==> src/rtl/deserialiser_frame_unit.sv <==
// Serial-to-parallel frame deserialiser: WORD_W-bit words, NUM_WORDS per frame, valid/ack hold with sticky overrun.
// Frame valid on the edge sampling the last bit; no backpressure (overwrite sets OVERRUN); DESER_MSB_FIRST_EN selects MSB-first words.
module deserialiser_frame_unit #(
   parameter int WORD_W    = 32,
   parameter int NUM_WORDS = 8
) (
   input  logic                          CLK,
   input  logic                          RESET,
   input  logic                          READY,
   input  logic                          SERIAL_IN,
   input  logic                          FRAME_ACK,
   output logic [WORD_W*NUM_WORDS-1:0]   PAR_OUT,
   output logic                          FRAME_VALID,
   output logic                          OVERRUN,
   output logic                          BUSY,
   output logic [$clog2(WORD_W)-1:0]     BIT_COUNT,
   output logic [$clog2(NUM_WORDS)-1:0]  WORD_COUNT
);

   localparam int FRAME_W = WORD_W * NUM_WORDS;
   localparam int BW      = $clog2(WORD_W);
   localparam int WW      = $clog2(NUM_WORDS);
   localparam int IW      = $clog2(FRAME_W);

   typedef enum logic {IDLE, SHIFT} state_t;

   state_t               state_q, state_nxt;
   logic [FRAME_W-1:0]   asm_q, asm_nxt;
   logic [FRAME_W-1:0]   par_q, par_nxt;
   logic [BW-1:0]        bit_q, bit_nxt;
   logic [WW-1:0]        word_q, word_nxt;
   logic                 fv_q, fv_nxt;
   logic                 ov_q, ov_nxt;
   logic                 busy_q, busy_nxt;
   logic                 frame_done;
   logic [BW-1:0]        bit_pos;
   logic [IW-1:0]        bit_idx;

   always_ff @(posedge CLK or posedge RESET) begin
      if (RESET) begin
         state_q <= IDLE;
         asm_q   <= '0;
         par_q   <= '0;
         bit_q   <= '0;
         word_q  <= '0;
         fv_q    <= 1'b0;
         ov_q    <= 1'b0;
         busy_q  <= 1'b0;
      end else begin
         state_q <= state_nxt;
         asm_q   <= asm_nxt;
         par_q   <= par_nxt;
         bit_q   <= bit_nxt;
         word_q  <= word_nxt;
         fv_q    <= fv_nxt;
         ov_q    <= ov_nxt;
         busy_q  <= busy_nxt;
      end
   end

   always_comb begin
      state_nxt  = state_q;
      asm_nxt    = asm_q;
      par_nxt    = par_q;
      bit_nxt    = bit_q;
      word_nxt   = word_q;
      fv_nxt     = fv_q;
      ov_nxt     = ov_q;
      frame_done = 1'b0;
`ifdef DESER_MSB_FIRST_EN
      bit_pos    = BW'(WORD_W - 1) - bit_q;
`else
      bit_pos    = bit_q;
`endif
      bit_idx    = IW'(word_q) * IW'(WORD_W) + IW'(bit_pos);

      if (FRAME_ACK)
         fv_nxt = 1'b0;

      if (READY) begin
         state_nxt        = SHIFT;
         asm_nxt[bit_idx] = SERIAL_IN;
         if (bit_q == BW'(WORD_W - 1)) begin
            bit_nxt = '0;
            if (word_q == WW'(NUM_WORDS - 1)) begin
               word_nxt   = '0;
               frame_done = 1'b1;
            end else begin
               word_nxt = word_q + WW'(1);
            end
         end else begin
            bit_nxt = bit_q + BW'(1);
         end
         // Completion wins over a same-edge ack; overrun only if the held frame was never taken.
         if (frame_done) begin
            par_nxt = asm_nxt;
            asm_nxt = '0;
            fv_nxt  = 1'b1;
            if (fv_q && !FRAME_ACK)
               ov_nxt = 1'b1;
         end
      end else begin
         state_nxt = IDLE;
         asm_nxt   = '0;
         bit_nxt   = '0;
         word_nxt  = '0;
      end

      busy_nxt = (state_nxt == SHIFT) && ((bit_nxt != '0) || (word_nxt != '0));
   end

   assign PAR_OUT     = par_q;
   assign FRAME_VALID = fv_q;
   assign OVERRUN     = ov_q;
   assign BUSY        = busy_q;
   assign BIT_COUNT   = bit_q;
   assign WORD_COUNT  = word_q;

endmodule

==> config.mk <==
export PLATFORM = sky130hd
export DESIGN_NAME = deserialiser_frame_unit
export DESIGN_NICKNAME = d
export VERILOG_FILES = /design/src/rtl/deserialiser_frame_unit.sv
export SDC_FILE = /design/constraint.sdc
export NUM_CORES = 1
export LEC_CHECK = 0
export ABC_AREA = 1
export BUFFER_PORTS_ARGS = -buffer_cell sky130_fd_sc_hd__buf_2
export CORE_UTILIZATION = 60
export CTS_CLUSTER_SIZE = 14
export DETAILED_ROUTE_END_ITERATION = 8
export PLACE_DENSITY = 0.83
export SLEW_MARGIN = 20
export SYNTH_ARGS = -nofsm -noshare
export SYNTH_HDL_FRONTEND = slang
export SYNTH_SLANG_ARGS = --single-unit
==> constraint.sdc <==
create_clock -name CLK -period 33.2 [get_ports CLK]
set_clock_uncertainty 0.2 [all_clocks]
set_input_delay 4.98 -clock CLK [delete_from_list [all_inputs] [get_ports CLK]]
set_output_delay 4.98 -clock CLK [all_outputs]
set_load 0.03 [all_outputs]
Word level (Yosys, flattened, before mapping):

Cells that the tools add are included.

* ROM bits: 0
* bits in writable memories: 0
* output and inout port bits: 267
* input port bits: 5
* memories kept: 0
* bits in latches: 0
* flip-flop bits (word level): 523
* logic and storage cells: 40

* add/sub/neg operators: 3
* equality and inequality tests: 2
* divide/modulo/power cells: 0
* shifts and indexed selects: 0
* bitwise gates (word level): 0
* multipliers: 0
* mux-type cells: 17
* $lt $le $gt $ge: 2
* reductions and logical operators: 9

Operator list (count)
* $mux 256: 2
* $bwmux 256: 1
* $mux 5: 2
* $lt 8x9->1 const B: 1
* $mux 3: 3
* $add 8x5->8: 1
* $demux 1 s8: 1
* $ge 8x1->1 const B: 1
* $mux 1: 8
* $add 5x1->5 const B: 1
* $eq 5x5->1 const B: 1
* $reduce_bool 5->1: 1
* $add 3x1->3 const B: 1
* $eq 3x3->1 const B: 1
* $logic_and 1x1->1: 3
* $reduce_and 3->1: 1
* $reduce_bool 3->1: 1
* $reduce_and 2->1: 1
* $logic_not 1->1: 1
* $logic_or 1x1->1: 1

Logic depth before layout (Yosys ltp):

Gate-level depths: netlist (run 1).

* depth in word-level cells: 8
* depth in mapped cells: 12
* depth with buffers taken out: 11

Worst setup path before layout (run 1):

Ideal clock, no wire load.

* path type: input to register
* from: input port READY
* to: register par_q[243] (netlist: PAR_OUT[243])
* stages on the path: 8
* setup slack: 26992 ps
* data arrival time: 5890 ps
* setup time: 118 ps
* path buffers: 3
* required time: 32882 ps
* path through: clkbuf_2 > inv_1 > nor2_2 > inv_2 > buf_2 > buf_1 > nand2_1 > nand2_1

* word-level cells in the longest chain between the ends: 1

RTL lines
* start, declared: line 9 `input logic READY,`
* $reduce_and 2->1 (no source line)
* end signal, assigned: line 52 `par_q <= par_nxt;`
* end, declared: line 29 `logic [FRAME_W-1:0] par_q, par_nxt;`

No other way between the ends.
A chain may end at the register's enable or synchronous reset.

==> metrics, run 1 <==
FF-to-FF Start BIT_COUNT[1]; FFs w/ async S/R, synth 100%; Seq/Total Area, Yosys 54.9%; Hold Crit Start OVERRUN; Final GP Congestion 0.850; Hold Crit Class flip-flop to flip-flop; largest net degree at the start of global routing 257; Yosys top cell by area dfrtp_1; mapped cell area 23900 µm²; Inserted Clock Buffers 52; die height 201 µm; Root Driver clkbuf_16; clk sinks 523; Synth cell types 19; synth cell count leaders nand2_1 (1214), nand3_1 (529), dfrtp_1 (523); synthesized netlist cell count 3083; Worst-Margin Slew 1.15 ns; outcome finished clean; Rel. slew slack 23.3%; Top FF cell, synth dfrtp_1; unrepaired setup endpoints after global routing false; Max VDD drop 0.0408 mV; Congestion Overflow GR 0; via count of the routed design 21200; FF-to-FF path depth 8; Ys Warns 0; max-cap viol count 0; Layout Cells excl Fill 3786; TritonCTS clock tree done; synthesized flop and latch total 523; FF/Latch Area 13100 µm²; DIE AREA 40600 µm²; area grow syn2layout 12.8%; top-count cell post-synth nand2_1; Yosys top cell area share 54.9%; Max Freq 128 MHz; worst hold path depth 2; P per Cell Area 47.0 nW/µm²; first-pass GRT wire length 105000 µm; initial antenna violation count 1; postcts setup bufs 0; CTS H-tree lvls 2; Final min period 7.81 ns; latest clock arrival within the worst-skew pair 0.59 ns; core area 38900 µm²; area of the multi-input gates 8830 µm²; First-pass DRT Iterations 6; initial core utilization 61.3%; critical path arrival 8.21 ns; DRC violations left 0; initial drt markers 2229; Die W 201 µm; final setup fails 0; Avg Vias per Cell 5.59; dpl hpwl 38600 µm; Post-Route WL 66300 µm; clock buffer depth 3; CP Capture Type asynchronous set/reset pin; Hold Buf Count CTS 0; Fill cells 3081; final antenna-violating net count 0; Reg clk slew, reported paths 0.06 ns; Max FO, Critical Path 170; routed wire length per instance 17.5 µm; I/O Pins 272; row count 72; synthesized net count 3096; total negative setup slack 0 ns; port bufs 271; post-placement cell count 3692; number of gates resized after CTS 0; beginning of the critical path RESET; Antenna Diode Count 0; number of synthesized flops with an enable pin 0; Syn Area/Cell 7.74 µm²; ranking of synthesized cells by area dfrtp_1 (55%), nand2_1 (19%), nand3_1 (11%); final hold violation count 0; via count of the first global-routing pass 20000; worst path required time 33.60 ns; Nets 3242; period utilization 23.5%; Static Leak 14.9 nW; share of post-route cells with drive strength above 1 12.5%; Total GRT Usage 32.7%; Final Slew Violations 0; CP startpoint kind input port; critical path class input port to asynchronous set/reset pin
[stage by stage]
| stage | cell area (µm²) | hold WS (ns) | power [mW] | setup WS (ns) | util (%) |
|---|---|---|---|---|---|
| final | 26900 | 0.273 | 1.26 | 25.39 | 69.1 |
| after global routing | 26900 | 0.292 | 1.30 | 24.76 | 69.1 |
| after CTS | 26800 | 0.271 | 1.27 | 25.17 | 69.0 |
| after detailed placement | 25200 | 0.256 | 0.691 | 24.51 | 64.6 |
| after global placement | 25200 | 0.247 | 0.690 | 24.59 | 64.6 |
| after floorplan | 23900 | 0.333 | 0.679 | 13.41 | - |
[per-layer routing]
metal	GRT usage, %	part of all wire (%)	up-vias
met5	0	0.015	-
met4	16.3	4.8	2
met3	6.46	9.2	190
met2	50.6	46	1019
met1	44.3	40	10200
li1	-	-	9784
[power by group]
group,switching [mW],internal (mW),leakage [nW]
logic,0.0367,0.00373,6.74
registers,0.000781,0.638,7.30
clock network,0.247,0.337,0.847
total,0.285,0.979,14.9
[worst paths after layout]
| kind | end | slack [ns] |
|---|---|---|
| hold / removal | OVERRUN | 0.27 |
| setup reg to reg | asm_q[251] | 29.13 |
| setup / recovery | PAR_OUT[237] | 25.39 |
| min in group asynchronous | PAR_OUT[88] | 4.31 |
| max in group CLK | asm_q[251] | 26.03 |
| hold reg to reg | OVERRUN | 0.27 |
[state kept, by name, summed over array words and instances (netlist names)]
| signal | count |
|---|---|
| BIT_COUNT | 5 |
| BUSY | 1 |
| FRAME_VALID | 1 |
| OVERRUN | 1 |
| PAR_OUT | 256 |
| WORD_COUNT | 3 |
| asm_q | 256 |
[cell type report]
| class | count | share of cell area [%] |
|---|---|---|
| flip-flops and latches | 523 | 48.7 |
| multi-input cells | 2089 | 32.8 |
| repair buffers | 300 | 6.02 |
| clock buffers | 79 | 5.93 |
| inverters | 263 | 3.78 |
| well taps | 518 | 2.41 |
| clock inverters | 14 | 0.363 |
[placed cells by master (no fill, tap or decap)]
master      instances
clkbuf_8           17
ha_1                8
dfrtp_1           523
nor2_2              9
nor2_1            264
clkbuf_1            9
o21bai_1           36
clkinvlp_4          1
nand2_1          1214
clkbuf_16          53
nand4_1             2
clkinv_2           12
o31ai_1             1
buf_2             271
nand3_1           529
o21ai_0            14
buf_4              26
buf_16              1
buf_12              2
nor2_4             10
a21oi_1             2
inv_1             257
bufinv_16           1
inv_2               2
inv_8               4
[cell families (layout without fill, tap and decap cells)]
kind of cell	after synthesis	after routing	synth area share (%)
AO/OA/AOI/OAI	53	53	1.50
buffers and inverters	471	656	8.50
adder cells (fa/ha/maj)	8	8	0.420
flip-flops	523	523	54.9
AND/OR/NAND/NOR	2028	2028	34.7
[critical path, stage by stage]
cell and delay, ns:
buf_2 0.13, inv_8 0.50, buf_4 0.81, buf_12 0.66
buf_4 0.86
No activity file was read; power rests on OpenSTA's default activity.
==> run 2: changes to the inputs <==
--- a/config.mk
+++ b/config.mk
@@ -7,10 +7,10 @@
 export LEC_CHECK = 0
 export ABC_AREA = 1
 export BUFFER_PORTS_ARGS = -buffer_cell sky130_fd_sc_hd__buf_2
-export CORE_UTILIZATION = 60
+export CORE_UTILIZATION = 53
 export CTS_CLUSTER_SIZE = 14
 export DETAILED_ROUTE_END_ITERATION = 8
-export PLACE_DENSITY = 0.83
+export PLACE_DENSITY = 0.77
 export SLEW_MARGIN = 20
 export SYNTH_ARGS = -nofsm -noshare
 export SYNTH_HDL_FRONTEND = slang
==> constraint.sdc (replaced) <==
create_clock -name CLK -period 6.8 [get_ports CLK]
set_clock_uncertainty 0.2 [all_clocks]
set_input_delay 1.02 -clock CLK [delete_from_list [all_inputs] [get_ports CLK]]
set_output_delay 1.02 -clock CLK [all_outputs]
set_load 0.03 [all_outputs]
==> run 2 against run 1 <==
  * Critical path depth up 5
  * Non-clock buffer count increased by 7
  * Hold slack better by 0.0026 ns
  * First-iteration DRC count increased by 14%
  * Die area increased by 13%
  * Via count shrank 0.78%
  * Sequential share of layout area down 0.60 points
  * Clock-buffer cell count is 4 higher
  * Critical endpoint is now PAR_OUT[112]
  * Largest power group is now the clock network
==> metrics, run 2 (synthesized netlist as in run 1, its figures left out) <==
CTS H-tree lvls 2; DP Area 25300 µm²; area grow syn2layout 14.2%; Seq pwr share 48.2%; Hold Buf Count CTS 0; final antenna-violating net count 0; outcome finished clean; worst stage delay on the critical path 0.94 ns; Reg clk slew, reported paths 0.06 ns; Final GP Congestion 0.897; DIE AREA 45900 µm²; met2 Usage GRT 44.6%; period utilization 70.1%; final setup fails 0; GR peak layer met2; FF/Latch Area 13100 µm²; CP startpoint kind flip-flop; max-cap viol count 0; Rel. slew slack 24.0%; I/O Pins 272; CP Capture Type flip-flop; initial drt markers 2547; Post-Route WL 66900 µm; via count of the routed design 21000; final hold violation count 0; final core utilization 61.5%; die height 214 µm; First-pass DRT Iterations 6; clock buffer depth 3; Root Driver clkbuf_16; critical path arrival 5.08 ns; DRC violations left 0; Inserted Clock Buffers 54; dpl hpwl 40300 µm; worst path cell trace ha_1 -> nand3_1 -> inv_1 -> ha_1 -> nand2_1 -> nor2_4 -> buf_4 -> buf_4 -> nand3_1 -> nand2_1; most frequent cells in the layout nand2_1 (1214), nand3_1 (529), dfrtp_1 (523), buf_2 (271), nor2_1 (264); Total GRT Usage 29.0%; postcts setup bufs 0; via count of the first global-routing pass 19300; Antenna Diode Count 0; unrepaired setup endpoints after global routing false; Static Leak 15.0 nW; Switch Pwr 1.44 mW; Final Slew Violations 0; routed wire length per instance 17.3 µm; first-pass GRT wire length 106000 µm; post-route cell area 27200 µm²; port bufs 271; core area 44300 µm²; initial antenna violation count 0; Nets 3251; clk sinks 523; worst path required time 7.12 ns; largest net degree at the start of global routing 144; number of gates resized after CTS 0; Max FO, Critical Path 88; Die W 214 µm; Clock power frac 48.7%; Congestion Overflow GR 0; Max Freq 210 MHz; internal power 5.04 mW; share of post-route cells with drive strength above 1 12.8%; Fill cells 3888; grt met3 use 4.35%; area of the multi-input gates 8830 µm²; combinational share of power 3.1%; Avg Vias per Cell 5.42; Max VDD drop 0.171 mV; initial core utilization 53.8%; sw frac 22.2%; P per Cell Area 238 nW/µm²; critical path class flip-flop to flip-flop; commonest non-fill, non-tap cell in the layout nand2_1; latest clock arrival within the worst-skew pair 0.60 ns; row count 77; TritonCTS clock tree done; Hold Crit Class input port to asynchronous set/reset pin; Slowest cell on crit path buf_4; Final min period 4.77 ns; Worst-Margin Slew 1.14 ns; routing usage on met1 41.8%
## run 2: changes by cell type in the layout (fill, tap and decap cells not counted), moves of 2 or more
cell,delta
inv_6,+2
clkbuf_16,+2
buf_4,+7
bufinv_16,+5
clkinv_2,-4
## run 2: layer usage
metal / share of wire [%] / routed length (µm)
met2: 46 / 31000
met4: 3.0 / 2000
met5: 0 / 0
met3: 7.8 / 5250
met1: 43 / 28600
## run 2: worst paths after layout
check | depth (start not counted) | to | slack, ns | startpoint
max in group asynchronous | 4 | asm_q[244] | 4.71 | RESET
min reg2reg | 2 | PAR_OUT[200] | 0.28 | PAR_OUT[200]
min in group CLK | 2 | PAR_OUT[200] | 0.28 | PAR_OUT[200]
min | 2 | asm_q[54] | 0.28 | RESET
max reg2reg | 10 | PAR_OUT[112] | 2.03 | BIT_COUNT[1]
max | 10 | PAR_OUT[112] | 2.03 | BIT_COUNT[1]
## run 2: layout make-up
type	count	share of cell area (%)
clock buffer	83	6.10
clock inverter	16	0.873
inverter	263	3.72
multi-input combinational	2089	32.4
sequential	523	48.1
tap	592	2.72
timing repair buffer	307	6.11
## run 2: per-stage QoR
| step | TNS, ns | setup WS (ns) | total power, mW | cells | hold WS, ns |
|---|---|---|---|---|---|
| after global routing | 0 | 1.74 | 6.65 | 3873 | 0.293 |
| after CTS | 0 | 2.16 | 6.52 | 3873 | 0.276 |
| after detailed placement | 0 | 2.22 | 3.38 | 3774 | 0.260 |
| after global placement | 0 | 2.37 | 3.38 | 3773 | 0.249 |
| after floorplan | -798.20 | -1.53 | 3.32 | 3083 | 0.333 |
| final | 0 | 2.03 | 6.48 | 3873 | 0.276 |
## run 2: critical path: cells and delay by family, from the launching register on
kind | cells | cell delay, ns
fa+ha+maj | 2 | 0.72
buf+inv | 3 | 2.38
flops | 1 | 0.44
simple gates | 5 | 0.82
## run 2: power by group through the flow
| stage | clock, mW | combinational, mW | sequential [mW] |
|---|---|---|---|
| floorplan | 0 | 0.132 | 3.18 |
| global placement | 0 | 0.201 | 3.18 |
| detailed placement | 0 | 0.204 | 3.18 |
| CTS | 3.19 | 0.204 | 3.12 |
| global route | 3.30 | 0.223 | 3.12 |
| finish | 3.15 | 0.203 | 3.12 |
==> run 3: changes to the inputs <==
--- a/config.mk
+++ b/config.mk
@@ -7,10 +7,10 @@
 export LEC_CHECK = 0
 export ABC_AREA = 1
 export BUFFER_PORTS_ARGS = -buffer_cell sky130_fd_sc_hd__buf_2
-export CORE_UTILIZATION = 53
+export CORE_UTILIZATION = 59
 export CTS_CLUSTER_SIZE = 14
 export DETAILED_ROUTE_END_ITERATION = 8
-export PLACE_DENSITY = 0.77
+export PLACE_DENSITY = 0.81
 export SLEW_MARGIN = 20
 export SYNTH_ARGS = -nofsm -noshare
 export SYNTH_HDL_FRONTEND = slang
==> constraint.sdc (replaced) <==
create_clock -name CLK -period 4.4 [get_ports CLK]
set_clock_uncertainty 0.2 [all_clocks]
set_input_delay 0.66 -clock CLK [delete_from_list [all_inputs] [get_ports CLK]]
set_output_delay 0.66 -clock CLK [all_outputs]
set_load 0.03 [all_outputs]
==> run 3 against run 2 <==
  * Sequential cell count unchanged
  * First-iteration DRC count down 15%
  * Die area down 10%
  * Wire length decreased by 0.61%
  * Cell count down 1.7%
  * Non-clock buffer count increased by 10
  * Critical path type unchanged
  * Global-route usage is 3.8 points higher
  * Sequential share of layout area grew 0.34 points
  * Largest cell class unchanged
  * Critical endpoint is now asm_q[237]
  * Total power grew 46%
  * Combinational power is 62% higher
  * Utilization up 6.5 points
  * Highest routed layer unchanged
==> metrics, run 3 (synthesized netlist as in run 1, its figures left out) <==
outcome finished clean; Congestion Overflow GR 0; routed wire length per instance 17.5 µm; GR peak layer met2; initial core utilization 59.9%; share of post-route cells with drive strength above 1 12.6%; Crit path depth 8; Hold Crit Class input port to flip-flop; final hold violation count 0; CP bufs+invs 3; Max VDD drop 0.300 mV; FF-to-FF path depth 8; Nets 3259; unrepaired setup endpoints after global routing false; max-cap viol count 0; Reg clk slew, reported paths 0.06 ns; CTS H-tree lvls 2; critical path class flip-flop to flip-flop; FF/Latch Area 13100 µm²; clk sinks 523; initial antenna violation count 0; Slowest cell on crit path clkinv_4; routing usage on met1 43.4%; Worst-Margin Slew 1.19 ns; DIE AREA 41200 µm²; dpl hpwl 40300 µm; worst path required time 4.70 ns; most used cell, CP ha_1; core area 39800 µm²; FF-to-FF Start BIT_COUNT[0]; Max FO, Critical Path 132; postcts setup bufs 0; Setup Slack @ Placement 1.23 ns; critical path arrival 3.62 ns; Total GRT Usage 32.8%; Final GP Congestion 0.888; worst stage delay on the critical path 0.55 ns; via count of the routed design 21100; clock buffer depth 3; grt met3 use 8.51%; CP startpoint kind flip-flop; Max Freq 301 MHz; First-pass DRT Iterations 6; most frequent cells in the layout nand2_1 (1214), nand3_1 (529), dfrtp_1 (523), buf_2 (271), nor2_1 (264); worst path cell trace ha_1 -> nand3_1 -> inv_1 -> ha_1 -> a21oi_1 -> clkinv_4 -> buf_12 -> nor2_1; commonest non-fill, non-tap cell in the layout nand2_1; beginning of the critical path BIT_COUNT[0]; Fill cells 3240; Final WS setup 1.08 ns; hold slack final 0.0668 ns; initial drt markers 2157; row count 73; port bufs 271; area of the multi-input gates 8850 µm²; met2 Usage GRT 50.7%; final setup fails 0; Final min period 3.32 ns; Root Driver clkbuf_16; DRC violations left 0; via count of the first global-routing pass 20200; Hold Crit Start FRAME_ACK; die height 203 µm; period utilization 75.5%; largest net degree at the start of global routing 191; Die W 203 µm; latest clock arrival within the worst-skew pair 0.59 ns; P per Cell Area 350 nW/µm²; area grow syn2layout 13.4%; Inserted Clock Buffers 52; first-pass GRT wire length 106000 µm; Rel. slew slack 20.4%; Post-Route WL 66500 µm; Avg Vias per Cell 5.54; I/O Pins 272; worst hold path depth 2; CP Capture Type flip-flop; final antenna-violating net count 0; Static Leak 14.9 nW; critical path's top delay family buffers and inverters; number of gates resized after CTS 0; Final Slew Violations 0; TritonCTS clock tree done
run 3: cell count changes in the layout (fill, tap and decap cells not counted), sizes merged, moves of 2 or more:
cell	before	now
clkbuf	83	77
bufinv	6	2
clkinv	8	10
buf	307	316
inv	264	261
run 3: metal layers:
metal  wire length, µm  vias up  share of wire, %
met5                 0        -                 0
met4              2940        0               4.4
met3              7100      183                11
met2             30500     1056                46
met1             26000    10000                39
li1                  -     9814                 -
run 3: repair_timing:
action	CTS	global route
hold buffers	0	1
hold endpoints to repair	0	16
endpoints found under the setup margin	0	0
run 3: power breakdown:
group	total, mW	internal (mW)	switching [mW]
Clock	4.31	2.48	1.83
Sequential	4.82	4.82	0.00627
Combinational	0.328	0.0440	0.284
Total	9.46	7.34	2.12
run 3: final cells by class:
| cell class | count | area share (%) |
|---|---|---|
| diodes | 1 | 0.00925 |
| clock buffers | 77 | 5.61 |
| clock inverters | 11 | 0.416 |
| inverters | 263 | 3.73 |
| multi-input cells | 2089 | 32.7 |
| flip-flops and latches | 523 | 48.4 |
| well taps | 525 | 2.43 |
| repair buffers | 317 | 6.67 |
run 3: metrics by stage:
stage                     std cells  util [%]  power (mW)  cell area, µm²   TNS, ns
final                          3806      67.9        9.46           27000         0
after global routing           3805      67.9        9.73           27000         0
after detailed placement       3715      63.6        5.24           25300         0
after global placement         3715      63.6        5.23           25300         0
after CTS                      3803      67.7        9.51           27000         0
after floorplan                3083         -        5.13           23900  -1865.12
run 3: final timing paths:
| check | end | slack [ns] |
|---|---|---|
| max reg2reg | asm_q[237] | 1.08 |
| max in group asynchronous | asm_q[35] | 2.44 |
| min reg2reg | OVERRUN | 0.27 |
| max | asm_q[237] | 1.08 |
| min | OVERRUN | 0.07 |
| min in group asynchronous | PAR_OUT[93] | 0.45 |
run 3: worst register-to-register path, stage by stage (launching register included):
cell and delay [ns]:
dfrtp_1 0.45, ha_1 0.30, nand3_1 0.20, inv_1 0.10, ha_1 0.26, a21oi_1 0.35, clkinv_4 0.55, buf_12 0.48
nor2_1 0.34
